[src/rtl/layer4_argmax.sv]
// Argmax over the layer-4 node bank: captures all float32 node outputs in one
// handshake, scans one element per cycle and reports the winning class/value.
module layer4_argmax #(
    parameter int NUM_IN = 10,
    parameter int IDX_W  = 4
) (
    input  logic                 clk,
    input  logic                 rst_n,
    input  logic                 in_valid,
    output logic                 in_ready,
    input  logic [32*NUM_IN-1:0] in_data,
    output logic                 out_valid,
    input  logic                 out_ready,
    output logic [IDX_W-1:0]     out_class,
    output logic [31:0]          out_max,
    output logic                 busy
);

    // state | meaning
    // IDLE  | waiting for a node-output vector, in_ready high
    // SCAN  | comparing buf_q[cnt] against the running best, one per cycle
    // HOLD  | result presented on out_*, waiting for out_ready
    typedef enum logic [1:0] {IDLE, SCAN, HOLD} state_t;

    state_t            state, state_nxt;
    logic [31:0]       buf_q [NUM_IN];
    logic [31:0]       best_val;
    logic [IDX_W-1:0]  best_idx;
    logic [IDX_W-1:0]  cnt;
    logic              accept;
    logic              last;
    logic              replace;
    logic [31:0]       cand;

    function automatic logic is_nan(input logic [31:0] v);
        return (v[30:23] == 8'hFF) && (v[22:0] != 23'd0);
    endfunction

    // Sign-magnitude to unsigned key so plain integer compare gives float order;
    // the two zeros are special-cased so they compare equal.
    function automatic logic f32_gt(input logic [31:0] a, input logic [31:0] b);
        logic [31:0] ka, kb;
        ka = a[31] ? ~a : (a | 32'h8000_0000);
        kb = b[31] ? ~b : (b | 32'h8000_0000);
        if (is_nan(a))                                return 1'b0;
        if (is_nan(b))                                return 1'b1;
        if ((a[30:0] == 31'd0) && (b[30:0] == 31'd0)) return 1'b0;
        return ka > kb;
    endfunction

    assign cand    = buf_q[cnt];
    assign last    = (cnt == IDX_W'(NUM_IN - 1));
    assign replace = (state == SCAN) && f32_gt(cand, best_val);

    always_ff @(posedge clk or negedge rst_n) begin
        if (!rst_n) begin
            state <= IDLE;
        end else begin
            state <= state_nxt;
        end
    end

    always_comb begin
        state_nxt = state;
        accept    = 1'b0;
        in_ready  = 1'b0;
        out_valid = 1'b0;
        busy      = 1'b0;
        case (state)
            IDLE: begin
                in_ready = 1'b1;
                if (in_valid) begin
                    accept    = 1'b1;
                    state_nxt = (NUM_IN == 1) ? HOLD : SCAN;
                end
            end
            SCAN: begin
                busy = 1'b1;
                if (last) begin
                    state_nxt = HOLD;
                end
            end
            HOLD: begin
                busy      = 1'b1;
                out_valid = 1'b1;
                if (out_ready) begin
                    state_nxt = IDLE;
                end
            end
            default: state_nxt = IDLE;
        endcase
    end

    always_ff @(posedge clk or negedge rst_n) begin
        if (!rst_n) begin
            for (int i = 0; i < NUM_IN; i++) begin
                buf_q[i] <= 32'h0;
            end
            best_val <= 32'h0;
            best_idx <= '0;
            cnt      <= '0;
        end else if (accept) begin
            for (int i = 0; i < NUM_IN; i++) begin
                buf_q[i] <= in_data[32*i +: 32];
            end
            best_val <= in_data[31:0];
            best_idx <= '0;
            cnt      <= IDX_W'(1);
        end else if (state == SCAN) begin
            if (replace) begin
                best_val <= cand;
                best_idx <= cnt;
            end
            cnt <= cnt + IDX_W'(1);
        end
    end

    assign out_class = best_idx;
    assign out_max   = best_val;

endmodule

[config.mk]
export PLATFORM = sky130hd
export DESIGN_NAME = layer4_argmax
export DESIGN_NICKNAME = d
export VERILOG_FILES = /design/src/rtl/layer4_argmax.sv
export SDC_FILE = /design/constraint.sdc
export NUM_CORES = 1
export LEC_CHECK = 0
export CORE_UTILIZATION = 30
export CTS_CLUSTER_DIAMETER = 30
export DETAILED_ROUTE_END_ITERATION = 6
export HOLD_SLACK_MARGIN = 0.1
export PLACE_DENSITY = 0.5
export REMOVE_ABC_BUFFERS = 1
export SLEW_MARGIN = 10
export SYNTH_ARGS = -nofsm -noshare
export SYNTH_HDL_FRONTEND = slang
export SYNTH_SLANG_ARGS = --single-unit
[constraint.sdc]
create_clock -name clk -period 6.47 [get_ports clk]
set_clock_uncertainty 0.05 [all_clocks]
set_input_delay 0.647 -clock clk [delete_from_list [all_inputs] [get_ports clk]]
set_output_delay 0.647 -clock clk [all_outputs]
set_load 0.01 [all_outputs]
# Yosys cells after proc, flatten, opt, wreduce, memory -nomap -nowiden
# Cells that the tools add are included.
# classes
n_addsub,1
n_lt_le_gt_ge,2
eq_ne,8
mux,34
bitwise_logic,3
n_reduce_logical,14
# ops
op,n
32-bit 2-to-1 mux,7
32-bit binary-select mux with 4-bit select,1
32-bit NOT,2
31-bit zero test,2
23-bit nonzero test,2
32-bit greater-than comparator,1
4-bit 2-to-1 mux,5
1-bit 2-to-1 mux,17
8-bit == test (second input constant),2
2-bit 2-to-1 mux,3
2-bit != test (second input constant),3
2-bit case mux with 3 select lines,1
5-bit >= comparator (second input constant),1
4-bit NOT with 5-bit output,1
4-bit by 1-bit adder with 4-bit output (second input constant),1
4-bit == test (second input constant),1
1-bit logical AND,4
2-bit nonzero test,2
3-bit AND reduction,1
2-bit by 1-bit == test with 1-bit output (second input constant),1
2-bit == test (second input constant),1
2-bit zero test,1
2-bit AND reduction,1
2-bit OR reduction,1
# totals
register_bits,362
input_bits,324
output_inout_bits,39
wordCells,76

# Longest topological paths before layout
# Gate-level depths: netlist of the first run.
# logic_depth
word_depth,17
depth_mapped,22
mapped_depth_nobuf,13

# Worst setup path before layout of the first run
# No wires, ideal clock.
# synth_path
kind,register to register
start,register cnt[0]
end,register best_val[10] (netlist: out_max[10])
setup_ps,121
arrival_time_ps,4979
t_required_ps,6299
slack_ps,1320
path_stages_with_launch,23
n_path_buf,9
synth_period_minus_slack_ps,5150
path_cell_list,dfrtp_1 -> buf_6 -> buf_6 -> buf_6 -> buf_6 -> buf_4 -> buf_4 -> mux4_2 -> a22oi_1 -> o21ai_1 -> clkbuf_1 -> xnor2_1 -> ha_1 -> nand4_1 -> or4_1 -> o21ai_0 -> a311oi_1 -> or3_1 -> o31a_1 -> buf_6 -> buf_6 -> a21o_1 -> a22o_1
# synth_via
elab_chain_cells,15
elab_cells_between_ends,26
classes_between,1 x order compare; 1 x eq/ne; 15 x mux; 2 x bitwise; 7 x reduce/logical
# synth_rtl
item,line,text
start: declaration,29,logic [IDX_W-1:0] cnt;
start signal: assignment,114,cnt <= cnt + IDX_W'(1);
4-bit NOT with 5-bit output (not written as such) *,51,assign cand = buf_q[cnt];
32-bit binary-select mux with 4-bit select *,51,
32-bit 2-to-1 mux (not written as such) * (2 in a row),51,
branches (longest 11 deep; another with 32-bit greater-than comparator),--,
end signal: assignment,106,best_val <= in_data[31:0];
end signal: assignment,111,best_val <= cand;
end: declaration,27,logic [31:0] best_val;
# Every way passes the cells marked *. The select of a mux whose other input is x is not followed.
# A chain may end at the register's enable or synchronous reset.

# Worst setup path after layout of the first run
# layout_path
start,register cnt[1]
end,register best_val[28] (netlist: out_max[28])
# Same word-level chain as after synthesis.

==> summary.md, run 1 <==
| Metric | Value |
|---|---|
| Status | finished, final reports clean |
| CP cell instances | or3b_2, o22ai_1, a221oi_1, xor2_1, ha_1, nand4_1, or4_1, o21ai_0, a311oi_1, or3_1, o31a_2, a21o_1, a22o_1 |
| Pin count of the biggest net entering global routing | ~210 |
| Worst VDD drop | ~350 uV |
| Die width | around 250 um |
| R2R Path Start | cnt[1] |
| Cts hold-fix bufs | 1 |
| Reg2Reg Depth | 13 |
| Fillcell total | ~5.7k |
| Placed cell areas | 22300 um2 |
| Critical-path top delay cell | or3b_2 |
| Endpoints failing hold | 0 |
| Yosys Warn Count | 0 |
| # port buffers | approximately 360 |
| Area of the multi-input gates | a little over 8000 um2 |
| Setup Buffers After CTS | 0 |
| Relative slew margins | 3.20% |
| Overflow after GRT | 0 |
| FP Rows | 89 |
| Dominant cells by area after synthesis | dfrtp_1 51%, nand2_1 20%, mux4_2 5.2% |
| Critical path class | reg2reg |
| Minimum clock period | roughly 5.4 ns |
| Clock slew at reported path FFs | about 0.040 ns |
| Dpl cells | between 3k and 4k |
| Post-synth EDFFs | 0 |
| Sequential area share after synthesis | 50.5% |
| Clock buffer depth | 3 |
| Period utilization | between 80 and 90% |
| Routed wire per std cell | roughly 19 um |
| Register area | just over 9000 um2 |
| Startpoint types | flip-flop |
| Top delay family on crit path | compound AO/OA/AOI/OAI gates |
| Routed vias/inst | approximately 4.8 |
| Synth async-reset ratio | 100% |
| Post-Syn Instances | between 1.5k and 2k |
| Routed wire length | 59700 um |
| Initial core utilization | 30.4% |
| Layout Nets | ~2.7k |
| Gr usage total | between 15 and 20% |
| Die footprint | about 61000 um2 |
| Leakage power | between 10 and 15 nW |
| Netlist Area Pre-Place | between 15000 and 20000 um2 |
| Setup violations, final | 0 |
| CTS root buffer | clkbuf_16 |
| Final Cell Area | 26000 um2 |
| Vias in the first global route | roughly 16k |
| Slew Limit Fails | 0 |
| Number of synthesized register bits | roughly 360 |
| CP max FO | 51 |
| Crit-path max cell delay | just under 0.8 ns |
| CTS resizes | 0 |
| Arr. time, crit path | between 5 and 6 ns |
| Yosys top cell area share | approximately half |
| Routability cong. | 0.832 |
| Area leader, netlist | dfrtp_1 |
| Synth unique cells | 48 |
| Drt drc | 0 |
| Vias | 15.2k |
| Avg Cell Area, Syn | ~9.1 um2 |
| CP required | approximately 6.9 ns |
| Area grow syn2layout | 45.1% |
| Initial antenna violation count | 1 |
| Clock Latency Late Sink | between 0.6 and 0.7 ns |
| Layout cells sized above 1 | between 10% and 20% |
| CP Depth | 13 |
| ANT nets after route | 0 |
| Core area | around 60000 um2 |
| Ys flop type | dfrtp_1 |
| First-pass GRT wire length | between 90000 and 100000 um |
| IO Count | ~360 |
| CP Capture Type | flip-flop |
| Chip height | 246 um |
| Crit path from | cnt[1] |
| CTS buffer count | around 100 |
| Pre-Repair DR Iteration Count | 7 |
| First DRT Iteration DRCs | approximately 1.0k |
| Hold Startpoint | buf_q[157] |
| RSZ-0062 raised after global routing | false |
| Max Clock Freq | around 0.18 GHz |
| CTS tree | done |
| Non-Filler Instances | 3199 |
| WP buf/inv | 0 |
| # clock sinks | about 360 |
| Max cap viols | 0 |
| Hold Crit Class | reg2reg |
| Power per cell area | roughly 630 nW/um2 |
| Worst-margin pin slew | about 1.5 ns |
| Detail Placement HPWL | between 40000 and 50000 um |
| Hold depth | 2 |
| H-tree levels | 3 |
synth_stat cells (21+ instances only):
master / n
mux2_2: 27
nand2_1: 972
clkbuf_1: 89
a21oi_1: 40
mux2i_1: 52
o22ai_1: 21
ha_1: 37
mux4_2: 41
xnor2_1: 46
o21ai_0: 26
dfrtp_1: 362
through the flow:
stage / total power [mW] / util (%) / setup slack (ns) / setup TNS, ns / hold slack (ns)
after CTS: 16.5 / 44.1 / 1.01 / 0 / 0.417
after global placement: 10.8 / 37.7 / 1.12 / 0 / 0.402
final: 16.3 / 44.1 / 1.06 / 0 / 0.413
after global routing: 17.5 / 44.1 / 0.654 / 0 / 0.429
after floorplan: 8.96 / - / -3.49 / -280.46 / 0.301
after detailed placement: 11.0 / 37.7 / 1.03 / 0 / 0.407
area by class of cell:
cell class,count,area share [%]
multi-input cells,1475,31.8
repair buffers,392,15.1
clock inverters,47,2.84
clock buffers,142,11.6
diodes,1,0.00962
flip-flops and latches,362,34.9
well taps,773,3.72
inverters,7,0.101
tightest hold or removal path, delay by kind of cell (launching register included):
| family | cells | cell delay [ns] |
|---|---|---|
| flip-flops | 1 | 0.33 |
| AND/OR/NAND/NOR | 2 | 0.10 |
routing by layer:
metal | vias to the layer above | share of wire [%] | track usage, % | wire (um)
li1 | 7321 | - | - | -
met1 | 7364 | 45 | 26.6 | 27000
met2 | 422 | 46 | 30.8 | 27600
met3 | 94 | 5.9 | 4.52 | 3520
met4 | 0 | 2.5 | 7.32 | 1520
met5 | - | 0 | 0 | 0
flip-flops by register name (all words and copies together), names as in the netlist:
register	cells
out_class	4
cnt	4
state	2
buf_q	320
out_max	32
report_power, final:
group          switching, mW  internal (mW)  total [mW]
logic                   3.72           3.01        6.73
clock network           1.47           3.94        5.41
registers              0.799           3.36        4.16
cell usage in the layout (no fill, tap or decap), drive strengths merged, types with 3 or more instances in the layout:
master         Yosys  routed
a21o              16      16
a21oi             40      40
a221o              6       6
a221oi            14      14
a22o              14      14
a22oi             11      11
a2bb2oi            3       3
a31oi             12      12
buf               41      30
bufinv             0      19
clkbuf            89     142
clkdlybuf4s50      0     361
clkinv             1      20
clkinvlp           0       5
dfrtp            362     362
ha                37      37
inv                6      10
mux2              27      27
mux2i             52      52
mux4              41      41
nand2            972     972
nand3             14      14
nand4             14      14
nor2              11      11
nor2b              5       5
nor3               5       5
nor4              14      14
o21ai             45      45
o22ai             21      21
o31ai             13      13
or4                4       4
xnor2             46      46
xor2              19      19
logic make-up (layout without fill, tap and decap cells):
kind of cell / Yosys count / in the layout / share of synthesized area, %
compound gates: 203 / 203 / 7.54
xor+xnor: 65 / 65 / 3.18
fa+ha+maj: 37 / 37 / 2.58
buf+inv: 137 / 588 / 3.58
flops: 362 / 362 / 50.5
mux: 120 / 120 / 9.75
other cells: 0 / 1 / 0
simple gates: 1050 / 1050 / 22.8
path summary, 6_finish.rpt:
check | end | slack [ns]
hold / removal | buf_q[157] | 0.41
hold reg to reg | buf_q[157] | 0.41
setup / recovery | out_max[28] | 1.06
max in group asynchronous | cnt[0] | 4.18
min in group asynchronous | buf_q[141] | 0.57
setup reg to reg | out_max[28] | 1.06
Note: power is estimated with default switching activity, not from simulation.
==> run 2, diff against run 1 <==
==> constraint.sdc (replaced) <==
create_clock -name clk -period 5.25 [get_ports clk]
set_clock_uncertainty 0.05 [all_clocks]
set_input_delay 0.525 -clock clk [delete_from_list [all_inputs] [get_ports clk]]
set_output_delay 0.525 -clock clk [all_outputs]
set_load 0.01 [all_outputs]
==> run 2 against run 1 <==
Compared with the run above: global-route usage grew 0.11 points; sequential power grew 22%; final cell count grew 0.56%; worst hold slack lost 0.033 ns; critical path depth grew 1; final area shrank 0.26%; worst setup slack lost 0.74 ns; clock power grew 13%; fmax grew 9.7%; clock-buffer cell count shrank 4; largest cell class unchanged; largest power group unchanged; highest routed layer unchanged.
==> summary.md, run 2 (synthesis gave the netlist of run 1 again) <==
| Metric | Value |
|---|---|
| Status | finished, final reports clean |
| Register area | 9070 um2 (unchanged) |
| Arr. time, crit path | 5.39 ns (-0.47 ns) |
| Clock buffer depth | 3 (unchanged) |
| Initial antenna violation count | 2 (+1) |
| CTS buffer count | 99 (-2.9%) |
| CP max FO | 51 (unchanged) |
| Commonest non-fill, non-tap cells in the layout | 971 x nand2_1, 361 x clkdlybuf4s50_1, 359 x dfrtp_1 |
| Max FFs per register | 320 (unchanged) |
| Setup Buffers After CTS | 0 (unchanged) |
| Biggest register | buf_q |
| Vias | 15.3k (+0.76%) |
| Die width | 246 um (unchanged) |
| Endpoints failing hold | 0 (unchanged) |
| Area grow syn2layout | 44.7% |
| Drt drc | 0 (unchanged) |
| Gr usage total | 19.8% (+0.11 points) |
| Core area | 59000 um2 (unchanged) |
| IO Count | 363 (unchanged) |
| CP Capture Type | flip-flop |
| Power per cell area | 759 nW/um2 (+21%) |
| Dpl cells | 3029 (+0.70%) |
| Relative slew margins | 24.3% (+21 points) |
| RSZ-0062 raised after global routing | false |
| Routed vias/inst | 4.76 (+0.19%) |
| Final hold slack | 0.380 ns (-0.0327 ns) |
| Total Power | 19.7 mW (+21%) |
| CTS root buffer | clkbuf_16 |
| Pre-Repair DR Iteration Count | 5 (-2) |
| Fillcell total | 5734 (+1.2%) |
| Routed wire per std cell | 18.6 um (-0.37%) |
| Layout Nets | 2719 (+0.67%) |
| First DRT Iteration DRCs | 864 (-18%) |
| Overflow after GRT | 0 (unchanged) |
| Non-Filler Instances | 3217 (+0.56%) |
| First-pass GRT wire length | 92500 um (+1.0%) |
| Hold depth | 3 (+1) |
| CTS tree | done |
| Initial core utilization | 30.4% (unchanged) |
| Pin count of the biggest net entering global routing | 168 (-21%) |
| Period utilization | 94.0% (+10 points) |
| Die footprint | 60700 um2 (unchanged) |
| Clock slew at reported path FFs | 0.04 ns (about the same) |
| Routed wire length | 59800 um (+0.19%) |
| Worst-margin pin slew | 1.14 ns (-0.316 ns) |
| Vias in the first global route | 16.0k (-0.0062%) |
| Layout cells sized above 1 | 12.3% (+0.41 points) |
| Minimum clock period | 4.93 ns (-0.480 ns) |
| Reg2Reg Depth | 14 (+1) |
| Startpoint types | flip-flop |
| Slew Limit Fails | 0 (unchanged) |
| Final worst slack | 0.317 ns (-0.740 ns) |
| Hold Crit Class | in2reg |
| Worst VDD drop | 355 uV (+2.6%) |
| Max Clock Freq | 0.203 GHz (+9.7%) |
| CP required | 5.70 ns (-1.21 ns) |
| Fin Setup TNS | 0 ns (unchanged) |
| Commonest non-fill, non-tap cell in the layout | nand2_1 |
| Pre-CTS setup slack | 0.0775 ns (-0.952 ns) |
| Clock Latency Late Sink | 0.63 ns (about the same) |
| Detail Placement HPWL | 41200 um (+2.0%) |
| Critical path class | reg2reg |
| Area of the multi-input gates | 8300 um2 (+0.24%) |
| Chip height | 246 um (unchanged) |
| Routability cong. | 0.839 (+0.78%) |
| Max cap viols | 0 (unchanged) |
| # port buffers | 362 (unchanged) |
| ANT nets after route | 0 (unchanged) |
| FP Rows | 89 (unchanged) |
| Leakage power | 12.5 nW (-0.14%) |
| H-tree levels | 3 (unchanged) |
| Setup violations, final | 0 (unchanged) |
| # clock sinks | 362 (unchanged) |
-- run 2: layer usage --
layer	track usage, %	wire length [um]	vias up	part of all wire [%]
met5	0	0	-	0
met4	6.57	1160	0	1.9
met3	4.14	3480	75	5.8
met2	31.2	28000	440	47
met1	27.1	27100	7450	45
li1	-	-	7351	-
-- run 2: repair_timing --
action | in CTS | in global routing
hold buffers | 1 | 0
resized for setup | 0 | 4
endpoints found under the hold margin | 63 | 0
setup endpoints to repair | 0 | 36
-- run 2: critical path, cell delays in order (launching register included) --
cell	delay [ns]
dfrtp_4	0.60
buf_12	0.28
mux4_2	0.53
a22oi_1	0.18
o21ai_0	0.26
xor2_1	0.24
ha_1	0.34
nand4_1	0.16
or4_1	0.57
o21ai_0	0.26
a311oi_1	0.09
or3_1	0.45
o31a_4	0.33
a21o_1	0.25
a22o_1	0.17
-- run 2: metrics by stage --
step,util (%),cell area (um2)
after CTS,43.9,25900
after global routing,44.0,25900
after global placement,38.1,22500
after floorplan,-,17300
final,44.0,25900
after detailed placement,38.1,22500
-- run 2: power breakdown --
part	leakage [nW]	total (mW)	internal, mW	switching (mW)
Combinational	6.32	8.48	3.86	4.62
Sequential	4.49	5.09	4.15	0.944
Clock	1.69	6.11	4.31	1.80
-- run 2: layout make-up --
type                       count  share of cell area, %
sequential                   362                   35.0
multi-input combinational   1475                   32.0
timing repair buffer         413                   16.0
clock buffer                 138                   10.9
tap                          773                   3.73
clock inverter                47                   2.30
inverter                       7                  0.101
antenna                        2                 0.0193
-- run 2: worst paths after layout --
kind	startpoint	to	slack, ns
hold reg to reg	buf_q[138]	buf_q[138]	0.41
hold / removal	in_data[288]	buf_q[0]	0.38
setup reg to reg	cnt[0]	out_max[14]	0.32
setup / recovery	cnt[0]	out_max[14]	0.32
min in group asynchronous	rst_n	buf_q[81]	0.40
max in group asynchronous	rst_n	buf_q[96]	3.39
